$ cat config.mk
export PLATFORM = sky130hd
export DESIGN_NAME = i2c_target
export DESIGN_NICKNAME = d
export VERILOG_FILES = /design/src/rtl/i2c_target.sv
export SDC_FILE = /design/constraint.sdc
export NUM_CORES = 1
export LEC_CHECK = 0
export CAP_MARGIN = 20
export CORE_MARGIN = 4
export CORE_UTILIZATION = 58
export CTS_CLUSTER_DIAMETER = 60
export DETAILED_ROUTE_END_ITERATION = 16
export PLACE_DENSITY_LB_ADDON = 0.08
export REMOVE_ABC_BUFFERS = 1
export SLEW_MARGIN = 15
export SYNTH_ARGS = -nofsm -noshare
export SYNTH_HDL_FRONTEND = slang
export SYNTH_SLANG_ARGS = --single-unit
$ cat constraint.sdc
create_clock -name clk -period 5.2 [get_ports clk]
set_input_delay 0.78 -clock clk [delete_from_list [all_inputs] [get_ports clk]]
set_output_delay 0.78 -clock clk [all_outputs]
set_load 0.02 [all_outputs]
$ cat src/rtl/i2c_target.sv
`timescale 1ns/1ps
`default_nettype none
// +--------------------------------------------------------------------------+
// | i2c_target                                                               |
// | I2C target answering a 7-bit address, exposing an 8-byte mailbox to both |
// | the I2C bus and a RIB slave port, with completion interrupt.             |
// | Revision: 1.0                                                            |
// +--------------------------------------------------------------------------+
module i2c_target #(
    parameter logic [6:0] DEV_ADDR = 7'h50
) (
    input  logic        clk,
    input  logic        rst,
    input  logic        we_i,
    input  logic [31:0] addr_i,
    input  logic [31:0] data_i,
    output logic [31:0] data_o,
    input  logic        scl_i,
    input  logic        sda_i,
    output logic        sda_oe_o,
    output logic        int_o
);
    typedef enum logic [3:0] {
        ST_IDLE      = 4'd0,
        ST_ADDR      = 4'd1,
        ST_ADDR_ACK  = 4'd2,
        ST_WR_PTR    = 4'd3,
        ST_WR_DATA   = 4'd4,
        ST_WR_ACK    = 4'd5,
        ST_RD_DATA   = 4'd6,
        ST_RD_ACK    = 4'd7,
        ST_WAIT_STOP = 4'd8
    } state_t;

    state_t     r_state, w_state_nxt;
    logic       r_scl_s1, r_scl_s2, r_scl_d;
    logic       r_sda_s1, r_sda_s2, r_sda_d;
    logic [3:0] r_cnt;
    logic [7:0] r_shift;
    logic [7:0] r_mb [8];
    logic [2:0] r_ptr;
    logic       r_en, r_ie;
    logic       r_busy, r_wr_done, r_rd_done, r_addr_nack;
    logic       r_wrote, r_read, r_ack_nack, r_sda_oe;

    logic w_scl_rise, w_scl_fall, w_start, w_stop, w_byte_full, w_addr_hit;
    logic w_shift_in, w_shift_out, w_cnt_clr, w_load_rd, w_mb_wr, w_ptr_load, w_ptr_inc;
    logic w_set_wr_done, w_set_rd_done, w_set_nack, w_set_busy, w_clr_busy;
    logic w_set_wrote, w_set_read, w_clr_txn, w_ack_cap, w_sda_oe_nxt;
    logic [2:0] w_w1c;
    logic w_unused;

    assign w_unused = ^{addr_i[31:4], addr_i[1:0]};

    // Idle bus is high, so synchronizers reset to 1 to avoid a phantom edge.
    always_ff @(posedge clk or negedge rst) begin
        if (!rst) begin
            {r_scl_s1, r_scl_s2, r_scl_d} <= 3'b111;
            {r_sda_s1, r_sda_s2, r_sda_d} <= 3'b111;
        end else begin
            {r_scl_s1, r_scl_s2, r_scl_d} <= {scl_i, r_scl_s1, r_scl_s2};
            {r_sda_s1, r_sda_s2, r_sda_d} <= {sda_i, r_sda_s1, r_sda_s2};
        end
    end

    assign w_scl_rise  = r_scl_s2 & ~r_scl_d;
    assign w_scl_fall  = ~r_scl_s2 & r_scl_d;
    assign w_start     = r_scl_s2 & ~r_sda_s2 & r_sda_d;
    assign w_stop      = r_scl_s2 & r_sda_s2 & ~r_sda_d;
    assign w_byte_full = (r_cnt == 4'd8);
    assign w_addr_hit  = (r_shift[7:1] == DEV_ADDR);

    always_ff @(posedge clk or negedge rst) begin
        if (!rst) begin
            r_state  <= ST_IDLE;
            r_sda_oe <= 1'b0;
        end else begin
            r_state  <= w_state_nxt;
            r_sda_oe <= w_sda_oe_nxt;
        end
    end

    always_comb begin
        w_state_nxt   = r_state;
        w_shift_in    = 1'b0;
        w_shift_out   = 1'b0;
        w_cnt_clr     = 1'b0;
        w_load_rd     = 1'b0;
        w_mb_wr       = 1'b0;
        w_ptr_load    = 1'b0;
        w_ptr_inc     = 1'b0;
        w_set_wr_done = 1'b0;
        w_set_rd_done = 1'b0;
        w_set_nack    = 1'b0;
        w_set_busy    = 1'b0;
        w_clr_busy    = 1'b0;
        w_set_wrote   = 1'b0;
        w_set_read    = 1'b0;
        w_clr_txn     = 1'b0;
        w_ack_cap     = 1'b0;
        w_sda_oe_nxt  = (r_state == ST_ADDR_ACK) || (r_state == ST_WR_ACK) ||
                        ((r_state == ST_RD_DATA) && !r_shift[7]);
        if (w_stop) begin
            w_state_nxt   = ST_IDLE;
            w_clr_busy    = 1'b1;
            w_clr_txn     = 1'b1;
            w_set_wr_done = r_wrote;
            w_set_rd_done = r_read;
        end else if (w_start) begin
            w_state_nxt   = ST_ADDR;
            w_cnt_clr     = 1'b1;
            w_clr_txn     = 1'b1;
            w_set_wr_done = r_wrote;
            w_set_rd_done = r_read;
        end else begin
            case (r_state)
                ST_ADDR: begin
                    if (w_scl_rise && !w_byte_full) begin
                        w_shift_in = 1'b1;
                    end else if (w_scl_fall && w_byte_full) begin
                        if (w_addr_hit && r_en) begin
                            w_state_nxt = ST_ADDR_ACK;
                            w_set_busy  = 1'b1;
                        end else begin
                            w_state_nxt = ST_WAIT_STOP;
                            w_set_nack  = w_addr_hit;
                        end
                    end
                end
                ST_ADDR_ACK: begin
                    if (w_scl_fall) begin
                        w_cnt_clr = 1'b1;
                        if (r_shift[0]) begin
                            w_state_nxt = ST_RD_DATA;
                            w_load_rd   = 1'b1;
                        end else begin
                            w_state_nxt = ST_WR_PTR;
                        end
                    end
                end
                ST_WR_PTR, ST_WR_DATA: begin
                    if (w_scl_rise && !w_byte_full) begin
                        w_shift_in = 1'b1;
                    end else if (w_scl_fall && w_byte_full) begin
                        if (r_state == ST_WR_PTR) begin
                            w_ptr_load = 1'b1;
                        end else begin
                            w_mb_wr     = 1'b1;
                            w_ptr_inc   = 1'b1;
                            w_set_wrote = 1'b1;
                        end
                        // EN dropped mid-transfer: finish the byte but leave its ACK slot undriven.
                        w_state_nxt = r_en ? ST_WR_ACK : ST_WAIT_STOP;
                    end
                end
                ST_WR_ACK: begin
                    if (w_scl_fall) begin
                        w_cnt_clr   = 1'b1;
                        w_state_nxt = ST_WR_DATA;
                    end
                end
                ST_RD_DATA: begin
                    if (w_scl_fall) begin
                        if (r_cnt == 4'd7) begin
                            w_state_nxt = ST_RD_ACK;
                            w_cnt_clr   = 1'b1;
                            w_set_read  = 1'b1;
                        end else begin
                            w_shift_out = 1'b1;
                        end
                    end
                end
                ST_RD_ACK: begin
                    if (w_scl_rise) begin
                        w_ack_cap = 1'b1;
                        w_ptr_inc = 1'b1;
                        if (r_sda_s2) begin
                            w_set_rd_done = 1'b1;
                            w_clr_txn     = 1'b1;
                        end
                    end else if (w_scl_fall) begin
                        if (!r_ack_nack && r_en) begin
                            w_state_nxt = ST_RD_DATA;
                            w_load_rd   = 1'b1;
                            w_cnt_clr   = 1'b1;
                        end else begin
                            w_state_nxt = ST_WAIT_STOP;
                        end
                    end
                end
                default: ;
            endcase
        end
    end

    always_ff @(posedge clk or negedge rst) begin
        if (!rst) begin
            r_cnt      <= 4'd0;
            r_shift    <= 8'h00;
            r_ack_nack <= 1'b0;
        end else begin
            if (w_cnt_clr)
                r_cnt <= 4'd0;
            else if (w_shift_in || w_shift_out)
                r_cnt <= r_cnt + 4'd1;
            if (w_load_rd)
                r_shift <= r_mb[r_ptr];
            else if (w_shift_in)
                r_shift <= {r_shift[6:0], r_sda_s2};
            else if (w_shift_out)
                r_shift <= {r_shift[6:0], 1'b0};
            if (w_ack_cap)
                r_ack_nack <= r_sda_s2;
        end
    end

    // The I2C byte write is issued last so it overrides a simultaneous RIB write.
    always_ff @(posedge clk or negedge rst) begin
        if (!rst) begin
            for (int i = 0; i < 8; i++) r_mb[i] <= 8'h00;
        end else begin
            if (we_i && addr_i[3]) begin
                for (int b = 0; b < 4; b++) r_mb[{addr_i[2], 2'(b)}] <= data_i[8*b +: 8];
            end
            if (w_mb_wr)
                r_mb[r_ptr] <= r_shift;
        end
    end

    assign w_w1c = (we_i && addr_i[3:2] == 2'd1) ? data_i[3:1] : 3'b000;

    always_ff @(posedge clk or negedge rst) begin
        if (!rst) begin
            r_en        <= 1'b0;
            r_ie        <= 1'b0;
            r_ptr       <= 3'd0;
            r_busy      <= 1'b0;
            r_wr_done   <= 1'b0;
            r_rd_done   <= 1'b0;
            r_addr_nack <= 1'b0;
            r_wrote     <= 1'b0;
            r_read      <= 1'b0;
        end else begin
            if (we_i && addr_i[3:2] == 2'd0) begin
                r_en <= data_i[0];
                r_ie <= data_i[1];
            end
            if (w_ptr_load)
                r_ptr <= r_shift[2:0];
            else if (w_ptr_inc)
                r_ptr <= r_ptr + 3'd1;
            if (w_set_busy)
                r_busy <= 1'b1;
            else if (w_clr_busy)
                r_busy <= 1'b0;
            r_wr_done   <= (r_wr_done & ~w_w1c[0]) | w_set_wr_done;
            r_rd_done   <= (r_rd_done & ~w_w1c[1]) | w_set_rd_done;
            r_addr_nack <= (r_addr_nack & ~w_w1c[2]) | w_set_nack;
            if (w_clr_txn) begin
                r_wrote <= 1'b0;
                r_read  <= 1'b0;
            end else begin
                r_wrote <= r_wrote | w_set_wrote;
                r_read  <= r_read | w_set_read;
            end
        end
    end

    always_comb begin
        data_o = 32'h0;
        case (addr_i[3:2])
            2'd0: data_o = {30'd0, r_ie, r_en};
            2'd1: data_o = {25'd0, r_ptr, r_addr_nack, r_rd_done, r_wr_done, r_busy};
            2'd2: data_o = {r_mb[3], r_mb[2], r_mb[1], r_mb[0]};
            2'd3: data_o = {r_mb[7], r_mb[6], r_mb[5], r_mb[4]};
            default: data_o = 32'h0;
        endcase
    end

    assign sda_oe_o = r_sda_oe;
    assign int_o    = r_ie & (r_wr_done | r_rd_done);

endmodule
`default_nettype wire

==> Yosys cells after proc, flatten, opt, wreduce, memory -nomap -nowiden <==
Index checks and enable logic that the tools add are counted.
{ "op_classes": {"n_addsub": 2, "order_cmp": 10, "n_eq_ne": 23, "n_mux": 117, "bitwise": 28, "reduce_logical": 29} }
{ "op_table": {"columns": ["operator", "count"], "rows": [
  ["bitwise mux 64 bit", 5],
  ["2-to-1 mux 64 bit", 2],
  ["one-hot mux 32 bit (4 select lines)", 1],
  ["demux 8 bit (select 3 bit)", 5],
  ["2-to-1 mux 8 bit", 10],
  ["2-to-1 mux 1 bit", 68],
  ["2-to-1 mux 4 bit", 17],
  ["inequality test 4 bit (second input constant)", 9],
  ["binary-select mux 8 bit (select 3 bit)", 1],
  ["one-hot mux 4 bit (6 select lines)", 1],
  ["equality test 4 x 3 -> 1 bit (second input constant)", 5],
  [">= comparator 4 bit (second input constant)", 5],
  ["less-than comparator 4 x 1 -> 1 bit (second input constant)", 5],
  ["inverter 3 -> 4 bit", 5],
  ["logical AND 1 bit", 13],
  ["2-to-1 mux 3 bit", 4],
  ["AND reduction 11 bit", 1],
  ["bitwise AND 1 bit", 10],
  ["equality test 4 x 2 -> 1 bit (second input constant)", 2],
  ["nonzero test 8 bit", 1],
  ["equality test 7 bit (second input constant)", 1],
  ["inverter 1 bit", 7],
  ["bitwise OR 1 bit", 6],
  ["nonzero test 2 bit", 3],
  ["other kinds (15)", 22]
]} }
{ "totals": {"reg_bits": 99, "in_bits": 69, "out_inout_bits": 34, "elab_cells": 237} }

==> Logic depth before layout (Yosys ltp) <==
Gate-level depths: netlist of run 1.
{ "depth": {"ltp_word": 12, "mapped_depth": 9, "depth_no_buf": 7} }

==> Least setup slack after synthesis of run 1 <==
Ideal clock, no wire load.
{ "synth_timing": {"kind": "input to output", "start": "input port addr_i[3]", "end": "output port data_o[10]", "arrival_time_ns": 1.895, "required_ns": 4.420, "setup_slack_ns": 2.525, "stages": 4, "path_buffers": 3, "path_cell_list": "clkbuf_1 clkbuf_1 clkbuf_1 nor2b_1"} }
{ "synth_between": {"elab_chain_cells": 2, "word_cells_on_any_way": 5, "cone_classes": "3 x eq/ne; 1 x mux; 1 x reduce/logical"} }
{ "synth_lines": {"columns": ["item", "line_no", "source"], "rows": [
  ["start: declaration", "15", "input logic [31:0] addr_i,"],
  ["equality test 2 bit (tied with other cells)", "271", "case (addr_i[3:2])"],
  ["one-hot mux 32 bit (4 select lines) *", "271", null],
  ["end: declaration", "17", "output logic [31:0] data_o,"]
]} }
Mark *: on every way between the ends. The rest lies on a longest branch, timed or not.

==> Worst setup path in the final report of run 1 <==
{ "layout_timing": {"start": "input port addr_i[3]", "end": "output port data_o[2]"} }
Same word-level chain as after synthesis.

==> impl_metrics.env, run 1 <==
export IMPL_status="finished clean"
export IMPL_drtIter0Drc=344
export IMPL_fmax_mhz=282
export IMPL_synthCells=592
export IMPL_min_path_type="reg -> reg"
export IMPL_cts_buffer_depth=2
export IMPL_cts_root_buf="clkbuf_8"
export IMPL_grt_usage_pct=27.7
export IMPL_wl_per_cell_um=20.3
export IMPL_dieWidth_um=110
export IMPL_die_area_mm2=0.0120
export IMPL_synthFlopType="dfrtp_1"
export IMPL_drt_wl_total_um=15600
export IMPL_mostFrequentLayoutCells="100 x mux2i_1, 93 x dfrtp_1, 70 x clkdlybuf4s50_1"
export IMPL_setup_viol=0
export IMPL_gp_congestion=0.842
export IMPL_cp_end_kind="primary output"
export IMPL_async_flop_share_pct=100
export IMPL_ys_types=56
export IMPL_use_met1_pct=39.0
export IMPL_layout_commonest_cell="mux2i_1"
export IMPL_die_y_um=110
export IMPL_area_growth_pct=15.0
export IMPL_synthDominantAreaCellType="dfrtp_1"
export IMPL_fp_coreArea_mm2=0.00991
export IMPL_clkLatencyLatePin_ps=370
export IMPL_critPathKind="in -> out"
export IMPL_finish_utilization_pct=69.4
export IMPL_ios=103
export IMPL_grt_util_met3_pct=4.52
export IMPL_postCtsSetupBuffers=0
export IMPL_synth_top_area_share_pct=38.9
export IMPL_ant_nets=0
export IMPL_worst_ep_required_time_ps=4420
export IMPL_drive_gt1_share_pct=9.73
export IMPL_crit_end="data_o[2]"
export IMPL_drv_cap=0
export IMPL_clock_sinks=99
export IMPL_slew_violations=0
export IMPL_nets=704
export IMPL_cts_tree="yes"
export IMPL_num_rows=36
export IMPL_grt_max_degree=53
export IMPL_synth_seq_cells=99
export IMPL_synth_area_leaders="dfrtp_1 39%, mux2i_1 17%, mux4_2 6.8%"
export IMPL_rsz0062_at_grt="no"
export IMPL_via_per_inst=6.14
export IMPL_syn_area_mm2=0.00598
export IMPL_grtUsageMet2_pct=44.6
export IMPL_yosys_warnings=0
export IMPL_post_cts_resized=0
export IMPL_dp_hpwl_um=10400
export IMPL_antenna_found_initial=0
export IMPL_timing_slew_headroom_pct=29.8
export IMPL_start_util_pct=60.4
export IMPL_yosysSeqAreaShare_pct=41.5
export IMPL_timing_rr_end="r_mb[30]"
export IMPL_nFillCells=784
export IMPL_route_detailed_drc=0
export IMPL_timing_rr_start="r_state[3]"
export IMPL_h_tree_depth=3
export IMPL_syn_area_per_cell_um2=10.1
export IMPL_busiest_layer="met2"
export IMPL_cts_hold_buffers=0
export IMPL_reg2reg_slack_ps=2420
export IMPL_crit_fanout=5
export IMPL_cp_startpoint="addr_i[3]"
export IMPL_peakVddDrop_v=0.000167
export IMPL_io_buffers=72
export IMPL_cp_data_arrival_time_ps=2760
export IMPL_min_from="r_sda_s1"
export IMPL_final_setup_skew_ps=12.7
export IMPL_firstDrtPassIters=4
export IMPL_cp_start_kind="primary input"
export IMPL_p_leak_nw=3.24
export IMPL_reg2reg_depth=4
export IMPL_hold_viol_final=0
export IMPL_path_clk_slew_ps=110
export IMPL_grt_remaining_overflow=0
export IMPL_grt_pass1_vias=4842
export IMPL_numCtsBuffers=9
export IMPL_synth_edf_count=0
export IMPL_vias=4729
export IMPL_finalSetupTns_ps=0
export IMPL_cellPowerDensity_mw_per_mm2=297
export IMPL_worst_pin_slew_ps=1050
export IMPL_grt_pass1_wl_um=25600
export IMPL_diodes=0
export IMPL_fin_crit_ps=3540
export IMPL_fin_crit_sh_pct=68.1
## worst max-delay path, stage by stage
cell	delay, ps
clkdlybuf4s50_1	470
nor2b_1	610
a22o_1	290
clkdlybuf4s50_1	610
## flip-flops by register name, summed over array words and instances (netlist names)
name and cells:
r_state 4, r_addr_nack 1, r_scl_d 1, r_wr_done 1
r_mb 64, r_sda_s1 1, r_rd_done 1, r_scl_s2 1
r_shift 8, sda_oe_o 1, r_busy 1, r_cnt 4
r_sda_s2 1, r_en 1, r_ptr 3, r_wrote 1
r_sda_d 1, r_ie 1, r_read 1, r_scl_s1 1
r_ack_nack 1
## cells in the mapped netlist (2+ instances only)
master and instances:
a32oi_1 2, nand2b_1 8, nand3_1 13, buf_2 17, mux2i_1 100, and3b_1 2, nand3b_1 5, buf_4 3
nor2b_1 32, ha_1 3, inv_1 9, a21oi_1 51, o21a_1 2, nand4_1 2, o21ai_0 11, a22o_1 6
o22ai_1 2, o21ai_1 24, a31oi_1 2, nor3b_1 3, buf_1 4, dfrtp_1 93, o31ai_1 2, dfstp_2 6
mux2_2 5, a21o_1 3, nor2_1 49, and2_1 2, mux4_2 18, o211ai_1 8, clkbuf_1 26, nor4_4 2
and4b_1 4, nand2_1 51
## layer usage
layer  part of all wire [%]  wire length, µm
met1                     43             6770
met5                      0                0
met4                    1.2              180
met2                     48             7520
met3                    7.2             1120
## logic make-up after synthesis
logic type,share of synthesized area [%]
and+or+nand+nor,16.3
AOI/OAI and AO/OA,12.6
muxes,24.5
DFF,41.5
buffers and inverters,4.25
adders and majority gates,0.628
xor gates and xnor gates,0.293
## per-stage QoR
step	cell area [µm²]	worst slack (ps)	power, mW	cells	hold slack (ps)
2_1_floorplan	5760	2640	1.35	542	345
3_3_place_gp	6700	1670	1.56	754	345
5_1_grt	6880	1590	2.15	770	370
4_1_cts	6880	1660	2.04	770	365
3_5_place_dp	6700	1670	1.58	754	349
6_report	6880	1660	2.04	770	363
## how the worst min path moves through the flow
stage | endpoint | slack (ps) | cells after the start
after floorplan | r_scl_s2 | 350 | 0
after global placement | r_scl_s2 | 350 | 0
after detailed placement | r_scl_s2 | 350 | 0
after CTS | r_scl_s2 | 360 | 0
after global routing | r_sda_s2 | 370 | 0
final | r_sda_s2 | 360 | 0
## where the power goes
| group | total [mW] | switching [mW] | leakage [nW] | internal [mW] |
|---|---|---|---|---|
| clock network | 0.469 | 0.288 | 0.0921 | 0.182 |
| registers | 1.06 | 0.166 | 1.19 | 0.896 |
| logic | 0.510 | 0.238 | 1.95 | 0.272 |
| total | 2.04 | 0.691 | 3.24 | 1.35 |
## final cells by class
type                            count  area (µm²)  share of cell area [%]
Multi-Input combinational cell    434        3250                    47.2
Sequential cell                    99        2480                    36.1
Timing Repair Buffer               79         766                    11.1
Tap cell                          133         166                    2.42
Clock buffer                        9         124                    1.80
Clock inverter                      7        58.8                   0.855
Inverter                            9        33.8                   0.491
Power figures use the tool's default switching activity.
==> run 2, diff against run 1 <==
CORE_UTILIZATION = 54   (was 58)
clock period = 3.4 ns   (was 5.2 ns; I/O delays follow)
==> run 2 against run 1 <==
Net effect: die area rose by 6.9%; final cell count rose by 2.5%; combinational power rose by 54%; final area rose by 1.6%; largest power group unchanged; routed wire length rose by 1.6%; highest routed layer unchanged; power rose by 54%; sequential share of layout area fell by 0.58 points; first-iteration DRC count rose by 18%; sequential power rose by 54%.
==> impl_metrics.env, run 2 (same netlist as run 1, synthesis figures left out) <==
export IMPL_drv_cap=0
export IMPL_min_path_type="in -> async"
export IMPL_finish_utilization_pct=64.5
export IMPL_largestRegisters="r_mb (64), r_shift (8)"
export IMPL_grt_pass1_vias=4849
export IMPL_dpl_worst_slack_ps=399
export IMPL_path_clk_slew_ps=90
export IMPL_worst_pin_slew_ps=787
export IMPL_die_area_mm2=0.0128
export IMPL_final_setup_skew_ps=7.23
export IMPL_drive_gt1_share_pct=11.2
export IMPL_start_util_pct=55.2
export IMPL_critPathKind="in -> out"
export IMPL_postCtsSetupBuffers=0
export IMPL_fmax_mhz=329
export IMPL_reg2reg_slack_ps=720
export IMPL_top_register="r_mb"
export IMPL_dp_cells=775
export IMPL_die_y_um=113
export IMPL_peakVddDrop_v=0.000269
export IMPL_rsz0062_at_grt="no"
export IMPL_wl_per_cell_um=20.1
export IMPL_slew_violations=0
export IMPL_drtIter0Drc=406
export IMPL_finalSetupTns_ps=0
export IMPL_dp_hpwl_um=11000
export IMPL_numCtsBuffers=9
export IMPL_setup_viol=0
export IMPL_total_power_mw=3.15
export IMPL_firstDrtPassIters=5
export IMPL_fp_coreArea_mm2=0.0108
export IMPL_slowest_stage="clkdlybuf4s50_1"
export IMPL_hold_viol_final=0
export IMPL_h_tree_depth=3
export IMPL_grt_remaining_overflow=0
export IMPL_io_buffers=72
export IMPL_postPlaceCellArea_mm2=0.00681
export IMPL_cts_buffer_depth=2
export IMPL_via_per_inst=6.03
export IMPL_ios=103
export IMPL_dieWidth_um=113
export IMPL_num_rows=38
export IMPL_reg2reg_depth=5
export IMPL_clock_sinks=99
export IMPL_timing_rr_end="r_mb[63]"
export IMPL_clkLatencyLatePin_ps=370
export IMPL_cts_tree="yes"
export IMPL_worst_ep_required_time_ps=2890
export IMPL_holdWs_ps=165
export IMPL_cp_start_kind="primary input"
export IMPL_timing_slew_headroom_pct=47.4
export IMPL_fin_crit_ps=3040
export IMPL_cp_data_arrival_time_ps=2530
export IMPL_cp_end_kind="primary output"
export IMPL_largest_register_ffs=64
export IMPL_grt_usage_pct=25.8
export IMPL_area_growth_pct=16.9
export IMPL_fin_crit_sh_pct=89.4
export IMPL_grt_max_degree=51
export IMPL_stdcell_count=789
export IMPL_grt_pass1_wl_um=26000
export IMPL_cellPowerDensity_mw_per_mm2=450
export IMPL_post_cts_resized=0
export IMPL_nFillCells=885
export IMPL_mostFrequentLayoutCells="100 x mux2i_1, 93 x dfrtp_1, 70 x clkdlybuf4s50_1"
export IMPL_timing_rr_start="r_state[3]"
export IMPL_crit_fanout=11
export IMPL_vias=4761
export IMPL_cts_hold_buffers=0
export IMPL_crit_top_cell="clkdlybuf4s50_1"
export IMPL_diodes=0
export IMPL_antenna_found_initial=0
export IMPL_p_leak_nw=3.30
export IMPL_nets=718
export IMPL_layout_setup_ws_ps=359
export IMPL_gp_congestion=0.886
export IMPL_cp_cell_sequence="clkdlybuf4s50_1 > nor2b_1 > buf_4 > a22o_1 > clkdlybuf4s50_1"
export IMPL_ant_nets=0
export IMPL_layout_commonest_cell="mux2i_1"
export IMPL_status="finished clean"
export IMPL_slowest_delay_ps=810
export IMPL_route_detailed_drc=0
export IMPL_cts_root_buf="clkbuf_8"
export IMPL_stdcell_area_mm2=0.00699
export IMPL_drt_wl_total_um=15800
run 2: cell count changes in the layout (fill, tap and decap cells not counted), sizes merged:
cell / change
buf: +14
inv: -3
bufinv: +1
clkbuf: +2
clkinvlp: -1
clkinv: -1
run 2: area by class of cell:
| cell class | count | area [µm²] | area share, % |
|---|---|---|---|
| Multi-Input combinational cell | 434 | 3250 | 46.4 |
| Timing Repair Buffer | 93 | 871 | 12.5 |
| Clock buffer | 11 | 141 | 2.02 |
| Clock inverter | 3 | 40.0 | 0.572 |
| Sequential cell | 99 | 2480 | 35.5 |
| Inverter | 9 | 33.8 | 0.483 |
| Tap cell | 140 | 175 | 2.50 |
run 2: worst max-delay path by stage:
stage | start | to | slack (ps) | depth (start not counted)
floorplan | addr_i[2] | r_mb[32] | 1110 | 3
global placement | addr_i[3] | data_o[2] | 410 | 5
detailed placement | addr_i[3] | data_o[2] | 400 | 5
CTS | addr_i[3] | data_o[2] | 380 | 5
global route | addr_i[3] | data_o[6] | 270 | 6
finish | addr_i[3] | data_o[2] | 360 | 5
run 2: power by group:
| group | leakage [nW] | total, mW | switching, mW | internal [mW] |
|---|---|---|---|---|
| logic | 2.02 | 0.783 | 0.360 | 0.422 |
| clock network | 0.0950 | 0.739 | 0.389 | 0.350 |
| registers | 1.19 | 1.63 | 0.257 | 1.37 |
run 2: per-layer routing:
metal / part of all wire (%) / global-route usage, %
met2: 49 / 41.7
met5: 0 / 0
met3: 7.1 / 5.99
met1: 42 / 35.5
met4: 1.3 / 5.93
run 2: critical path: cells and delay by family:
kind / cells / cell delay (ps)
AOI/OAI and AO/OA: 1 / 190
and+or+nand+nor: 1 / 240
buffers and inverters: 3 / 1590
==> run 3, diff against run 2 <==
SETUP_SLACK_MARGIN = 0.1   (was not set)
==> results of run 3 <==
The final DEF is identical to that of run 2; final timing and power are the same.
==> RTL change, RTL diff (flow settings as in run 2) <==
The output `sda_oe_o` loses its register stage (`r_sda_oe` becomes a continuous assignment).
--- a/src/rtl/i2c_target.sv
+++ b/src/rtl/i2c_target.sv
@@ -74,10 +74,10 @@
         if (!rst) begin
             r_state  <= ST_IDLE;
-            r_sda_oe <= 1'b0;
         end else begin
             r_state  <= w_state_nxt;
-            r_sda_oe <= w_sda_oe_nxt;
-        end
-    end
+        end
+    end
+
+    assign r_sda_oe = w_sda_oe_nxt;
 
     always_comb begin
Function: same outputs for any inputs over 4 cycles, from zero or initial values and one cycle with rst low; that may be too few to reach the edited logic, so the function may still have changed.
==> RTL change against run 2 <==
Synthesized area decreased by 0.42%. Via count increased by 1.5%. Power increased by 4.8%. Worst setup slack improved by 0.053 ns. Final area about the same. Wire length increased by 3.5%. Global-route usage increased by 0.66 points. Sequential cell count decreased by 1. Critical path type unchanged. Largest cell class unchanged. Largest power group unchanged.
==> RTL change: results (changes against run 2) <==
* Outcome: completed
* Register-to-Register Setup Slack: 0.78 ns (+0.06 ns)
- Number of DRC violations after detailed-routing iteration 0: 399 (-1.7%)
- Post-detailed-route wirelength per cell: 20.89 um (+4.0%)
- The worst hold margin was 0.2462 ns (+0.08090 ns).
- The via-per-instance ratio is 6.158 (+2.1%).
* Area fraction in compound gates after synthesis: 12.62% (+0.053 points)
- The cell area after placement was 6763 um^2 (-0.73%).
* Largest cells by area after synthesis: dfrtp_1 (39%), mux2i_1 (17%), mux4_2 (6.8%)
- The sequential fraction of the synthesis area is 41.29% (-0.25 points).
- Count of unique library cells instantiated by Yosys: 56 (unchanged)
- Summed over all sequential cells, the power is 1.62 mW.
- The maximum vdd ir drop came to 0.2309 mV (-14%).
* Clock slew seen by the registers of the worst setup and hold paths: 0.10 ns
* Maximum cell stage delay along the critical path: 0.62 ns (-0.19 ns)
* Overall routed net length: 16400 um (+3.5%)
- The reported leakage power came to 3.293 nW (-0.32%).
- Global-route wire length before repair: 26450 um (+1.9%)
- Clock insertion delay at the later pin of the skew report: 0.39 ns (+0.02 ns)
- GRT Overall Usage: 26.44% (+0.66 points)
- The post-synthesis area per instance came to 10.08 um^2 (-0.25%).
- Clock Skew: 0.02283 ns (+0.01560 ns)
- The fraction of final layout cells with drive strength greater than 1 is 11.01% (-0.24 points).
- Switching power total: 1.078 mW (+7.1%)
- The count of filler cells inserted in the layout is 901 (+1.8%).
- Clock buffer count from CTS: 9 (unchanged)
* Data arrival time of the critical path: 2.48 ns (-0.05 ns)
* Vias in the first global route: 4929 (+1.6%)
* Worst-margin pin slew: 0.8999 ns (+0.1130 ns)
- The share of synthesized area spent on multiplexers came to 24.55% (+0.10 points).
* Worst slack after detailed placement: 0.4415 ns (+0.04281 ns)
- Crit path max fanout: 8 (-3)
- Maximum number of pins on one net before global-route repair: 69 (+35%)
* Shortest clock period the worst path allows after layout: 2.988 ns (-0.05250 ns)
* Count of input and output buffers: 72 (unchanged)
* Sum of net half-perimeters after detailed placement: 11160 um (+1.3%)
- Synth Area in XOR/XNOR: 0.2941% (+0.0012 points)
* Power attributed to combinational cells: 787 uW (+0.5%)
- The power per unit of standard cell area is 471.6 nW/um^2 (+4.8%).
* Adder-cell area share of the yosys netlist: 0.6301% (+0.0026 points)
* Most instantiated cells after synthesis: mux2i_1 (100), dfrtp_1 (92), a21oi_1 (51), nand2_1 (51), nor2_1 (49)
- The final weighted congestion in routability-driven placement is 0.8493 (-4.1%).
* Total instance count after detailed placement: 769 (-0.77%)
- Net total in the final layout: 712 (-0.84%)
- Post-synthesis to final-layout area growth: 17.45%
RTL change: changes by cell type after synthesis:
cell     delta
dfrtp_1     -1
RTL change: layout make-up:
cell class,count,share of cell area (%)
repair buffers,88,12.09
clock buffers,10,1.967
clock inverters,6,1.377
flip-flops and latches,98,35.16
multi-input cells,434,46.42
inverters,9,0.4828
well taps,140,2.504
RTL change: path summary, 6_finish.rpt:
path / start / end
setup / recovery: addr_i[3] / data_o[2]
hold / removal: rst / r_cnt[3]
setup reg to reg: r_state[3] / r_mb[42]
min in group clk: r_scl_s1 / r_scl_s2
hold reg to reg: r_scl_s1 / r_scl_s2
max in group asynchronous: rst / r_scl_d
RTL change: metal layers:
metal / wire [um] / share of wire, % / track usage (%) / vias up
li1: - / - / - / 2217
met1: 7439 / 45 / 37.18 / 2410
met2: 7607 / 46 / 41.55 / 178
met3: 992 / 6.0 / 4.920 / 29
met4: 357 / 2.2 / 8.894 / 0
met5: 0 / 0 / 0 / -
